==> config.mk <==
export PLATFORM = sky130hd
export DESIGN_NAME = max_pool_layer2
export DESIGN_NICKNAME = d
export VERILOG_FILES = /design/src/rtl/max_pool_layer2.sv
export SDC_FILE = /design/constraint.sdc
export NUM_CORES = 1
export LEC_CHECK = 0
export CORE_MARGIN = 8
export CORE_UTILIZATION = 30
export DETAILED_ROUTE_END_ITERATION = 8
export GPL_TIMING_DRIVEN = 0
export PLACE_DENSITY_LB_ADDON = 0.2
export SYNTH_ARGS = -nofsm -noshare
export SYNTH_HDL_FRONTEND = slang
export SYNTH_SLANG_ARGS = --single-unit
==> constraint.sdc <==
create_clock -name clk -period 12.75 [get_ports clk]
set_clock_uncertainty 0.1 [all_clocks]
set_input_delay 1.9125 -clock clk [delete_from_list [all_inputs] [get_ports clk]]
set_output_delay 1.9125 -clock clk [all_outputs]
set_load 0.02 [all_outputs]
==> src/rtl/max_pool_layer2.sv <==
// 2x2 stride-2 max pooling over a 3-channel raster stream from the conv-2 layer.
// Horizontal pairs are reduced in hmax_q; even-row results wait in a half-width line buffer.
module max_pool_layer2 #(
  parameter int unsigned FMAP_W = 10,
  parameter int unsigned FMAP_H = 10,
  parameter int unsigned DW     = 16
) (
  input  logic                clk,
  input  logic                n_reset,
  input  logic                start,
  input  logic [3:1][DW-1:0]  conv_feature,
  input  logic                conv_ready,
  output logic                ready_pool,
  output logic [3:1][DW-1:0]  pool_feature,
  output logic                pool_valid,
  input  logic                next_ready,
  output logic                frame_done
);

  localparam int unsigned CW  = $clog2(FMAP_W);
  localparam int unsigned RW  = $clog2(FMAP_H);
  localparam int unsigned LW  = FMAP_W / 2;
  localparam int unsigned LIW = (LW > 1) ? $clog2(LW) : 1;

  typedef enum logic [1:0] {StIdle, StEven, StOdd} state_t;

  state_t               state_q;
  logic [CW-1:0]        col_q;
  logic [RW-1:0]        row_q;
  logic [3:1][DW-1:0]   hmax_q;
  logic [3:1][DW-1:0]   lbuf_q [LW];

  logic                 accept;
  logic                 last_col;
  logic                 last_row;
  logic                 load;
  logic [LIW-1:0]       lidx;
  logic [3:1][DW-1:0]   hpair;
  logic [3:1][DW-1:0]   win;

  assign ready_pool = (state_q != StIdle) && !(pool_valid && !next_ready);
  // A sample presented on the start cycle is dropped.
  assign accept     = conv_ready && ready_pool && !start;
  assign last_col   = (col_q == CW'(FMAP_W - 1));
  assign last_row   = (row_q == RW'(FMAP_H - 1));
  assign load       = accept && (state_q == StOdd) && col_q[0];
  assign lidx       = LIW'(col_q >> 1);

  always_comb begin
    hpair = '0;
    win   = '0;
    for (int ch = 1; ch <= 3; ch++) begin
      hpair[ch] = ($signed(conv_feature[ch]) > $signed(hmax_q[ch])) ? conv_feature[ch]
                                                                     : hmax_q[ch];
      win[ch]   = ($signed(lbuf_q[lidx][ch]) > $signed(hpair[ch])) ? lbuf_q[lidx][ch]
                                                                   : hpair[ch];
    end
  end

  // Line buffer is never read before the even row above has overwritten it.
  always_ff @(posedge clk) begin
    if (accept && (state_q == StEven) && col_q[0]) begin
      lbuf_q[lidx] <= hpair;
    end
  end

  always_ff @(posedge clk or negedge n_reset) begin
    if (!n_reset) begin
      state_q      <= StIdle;
      col_q        <= '0;
      row_q        <= '0;
      hmax_q       <= '0;
      pool_feature <= '0;
      pool_valid   <= 1'b0;
      frame_done   <= 1'b0;
    end else begin
      frame_done <= 1'b0;
      if (load) begin
        pool_feature <= win;
        pool_valid   <= 1'b1;
        frame_done   <= last_col && last_row;
      end else if (next_ready) begin
        pool_valid <= 1'b0;
      end

      if (start) begin
        state_q <= StEven;
        col_q   <= '0;
        row_q   <= '0;
      end else if (state_q == StIdle) begin
        state_q <= StEven;
      end else if (accept) begin
        if (!col_q[0]) begin
          hmax_q <= conv_feature;
        end
        if (last_col) begin
          col_q   <= '0;
          row_q   <= last_row ? '0 : row_q + RW'(1);
          state_q <= (state_q == StEven) ? StOdd : StEven;
        end else begin
          col_q <= col_q + CW'(1);
        end
      end
    end
  end

endmodule

==> parameters.txt <==
Parameter                              Value

Status
  Outcome    finished, final reports clean

Worst setup path
  Data arrival time at the worst-slack endpoint    6980 ps
  Kind of start point of the critical path    input port
  Cell-by-cell trace of the critical path    clkdlybuf4s50_1, ha_1, nand4_1, or2_4, a211oi_2, a2111oi_2, mux2_4, buf_6, buf_12, mux2i_4, ha_1, nand4_1, or4_1, a21oi_1, or3_1, xnor2_1, a21o_1, clkbuf_1, o221ai_1
  Category of the critical setup timing path    in2reg
  Sum of buffers and inverters on the critical path    4
  CP Data Required Time    13,010 ps
  CP peak stage delay    550 ps
  Type of destination of the critical path    flop
  Cell type group with the largest total delay on the critical path    buffers and inverters
  Cell with the largest stage delay on the worst path    or4_1
  Critical path peak fanout    10

Synth
  Distinct cell type count after synthesis    56
  Arithmetic-cell share of the synthesized area counting full adders, half adders and majority gates    7.43%
  Most used flip-flop cell after synthesis    edfxtp_1
  Synth Area in Simple Gates    6.79%
  Xor/xnor cell area share of the yosys netlist    0.265%
  Synthesized netlist net count    1,444
  Top cell type's share of synthesized area    43.7%
  Netlist Area Pre-Place    0.0165 mm2
  Dominant cell type by area after synthesis    edfxtp_1
  Average instance area after synthesis    12.8 um2
  Portion of netlist area occupied by mux cells    9.76%
  Synth warnings    0
  Fraction of registers with async set/reset    31.0%
  Dominant cells by area after synthesis    edfxtp_1 44%, dfrtp_1 16%, ha_1 7.4%
  Compound-gate portion of the synthesized area    11.3%
  Synthesized instance count    1,293
  Dominant combinational cell family by area after synthesis    compound AO/OA/AOI/OAI gates
  Total of flip-flops plus latches after synthesis    348
  Count of flip-flops with a built-in enable after synthesis    240
  Fraction of the yosys area taken by sequential cells    60.0%

Route
  Post-detailed-route via-to-cell ratio    4.86
  DRC marker count from the first detailed-route iteration    665
  Post-route ant nets    0
  Remaining DRCs    0
  Drt wl/cell    20.5 um
  Detailed-routing iteration count for the pre-antenna-repair pass    5
  Count of vias placed by the detailed router    10,700
  Overall routed net length    45,200 um

Global route
  Number of antenna violations at the first check in global routing    0
  Total congestion overflow after global routing    0
  Largest net degree at the start of global routing    62
  Overall global routing resource usage    14.3%
  Number of global-route vias before repair    11,200
  Wire length of the first global-routing pass    69,300 um

Place
  Half-perimeter wire length of the detailed placement result    33,000 um
  Count of placed standard cells including taps    2,134
  Global placer's final weighted congestion    0.804
  Buffers added on ports    103
  Worst setup slack after placement    5460 ps

Clock tree
  Later-pin clock latency in the skew report    530 ps
  Clock tree root buffer cell    clkbuf_16
  H-tree levels    2
  Buffer levels on the longest clock path    3
  Clock tree from TritonCTS    yes
  Hold-fix buffer count after cts    0
  Number of clock sinks seen by CTS    348
  Total clock buffers created by CTS    41
  Resized cells post-CTS    0
  Post-CTS Repair Setup Buffers    0
  Clock transition at the registers of the reported paths    50 ps

Power and ir drop
  Total power divided by cell area    158 mW/mm2
  Final total power    3.18 mW
  LEAKAGE    7.78 nW
  Worst vdd ir    0.0000819 V

Timing
  Worst slew slack as a fraction of its limit    18.1%
  Final worst-path cycle share    52.7%
  FMAX    0.149 GHz
  Minimum clock period    6720 ps
  Final-report setup violation count    0
  PnR worst setup slack    6030 ps
  Count of pins over their slew limit    0
  Total count of hold-check failures in the final report    0
  Setup repair after global routing missed its margin    no
  Measured slew at the worst slew-check pin    1230 ps

Floorplanning
  Initial cell density of the core    30.1%
  Number of placement rows    86
  Y dimension of the die    251 um
  Die outline width    251 um
  Boundary pin count    104
  Total core area    0.0548 mm2
  Area of the die    0.0628 mm2

Final layout
  Number of standard cells in the final layout excluding fillers    2,207
  Area growth from synthesis to final layout    22.3%
  Share of final-layout standard cells stronger than drive strength 1    12.4%
  Post-layout nets    1,624
  Antenna diode count    0
  Finished Core Util    36.9%

Hold path
  Worst hold path type    reg2reg

Run
  Count of max-cap constraint violations    0
-- power breakdown --
| group | internal (mW) | switching, mW |
|---|---|---|
| combinational | 0.240 | 0.371 |
| sequential | 1.32 | 0.0265 |
| clock | 0.757 | 0.465 |
-- synthesized netlist by cell type (all sizes together) (38+ instances only) --
cell and n:
a21oi 93, a22oi 44, dfrtp 108, edfxtp 240, ha 98, inv 126, mux2 54, mux2i 88
nand2 79, nor2 71, o21ai 38, o221ai 40
-- worst paths after layout --
path | start | endpoint | slack [ps] | cells after the start
worst max register to register | hmax_q[45] | pool_feature[32] | 7490 | 19
worst min-delay path | pool_feature[3] | pool_feature[3] | 390 | 2
worst max-delay path | conv_feature[45] | pool_feature[32] | 6030 | 19
min in group asynchronous | n_reset | col_q[1] | 1250 | 1
max in group asynchronous | n_reset | hmax_q[27] | 10560 | 2
worst min register to register | pool_feature[3] | pool_feature[3] | 390 | 2
-- worst register-to-register path: cells and delay by family, from the launching register on --
family                   cells  cell delay, ps
AND/OR/NAND/NOR              5            1220
AO/OA/AOI/OAI                5            1190
buffers and inverters        4             840
adder cells (fa/ha/maj)      2             650
multiplexers                 2             560
flip-flops                   1             400
XOR/XNOR                     1             130
-- cell type report --
cell class | count | area [um2]
Sequential cell | 348 | 9910
Tap cell | 704 | 881
Multi-Input combinational cell | 763 | 5910
Clock inverter | 25 | 328
Inverter | 126 | 473
Timing Repair Buffer | 137 | 1380
Clock buffer | 48 | 1060
Buffer | 56 | 250
Fill cell | 5247 | 34600
-- sequential cells by signal, indices dropped and copies added (netlist names) --
name          cells
col_q             4
frame_done        1
hmax_q           48
lbuf_q          240
pool_feature     48
pool_valid        1
row_q             4
state_q           2
-- stage by stage --
stage / hold WS, ps / cell area [um2] / setup TNS [ps]
floorplan: 364 / 16500 / 0
global placement: 369 / 18400 / -57280
detailed placement: 378 / 18800 / 0
CTS: 392 / 20200 / 0
global route: 428 / 20200 / 0
finish: 388 / 20200 / 0
-- logic make-up after synthesis --
logic type	Yosys count
adder cells (fa/ha/maj)	98
AND/OR/NAND/NOR	238
XOR/XNOR	5
flip-flops	348
AO/OA/AOI/OAI	279
buffers and inverters	182
multiplexers	143
-- cell usage in the layout (no fill, tap or decap), types with 10 or more instances in the layout --
| cell | n |
|---|---|
| buf_2 | 11 |
| mux2i_1 | 79 |
| buf_6 | 16 |
| ha_1 | 98 |
| a21o_1 | 10 |
| clkbuf_1 | 42 |
| a21oi_1 | 93 |
| nand2_1 | 78 |
| nand3_1 | 16 |
| edfxtp_1 | 240 |
| a22oi_1 | 43 |
| clkbuf_16 | 41 |
| nor2_1 | 71 |
| o221ai_1 | 40 |
| o21a_1 | 23 |
| a221o_1 | 10 |
| mux2_2 | 53 |
| clkdlybuf4s50_1 | 102 |
| dfrtp_1 | 108 |
| buf_4 | 16 |
| inv_1 | 126 |
| o21ai_0 | 37 |
| nand4_1 | 17 |
-- layer usage --
layer	up-vias	wire (um)	global-route usage (%)	part of all wire, %
met5	-	0	0	0
met4	0	1080	4.12	2.4
met3	58	1620	1.97	3.6
met2	211	21900	24.1	49
met1	5293	20500	18.9	45
li1	5171	-	-	-
Note: power is estimated with default switching activity, not from simulation.
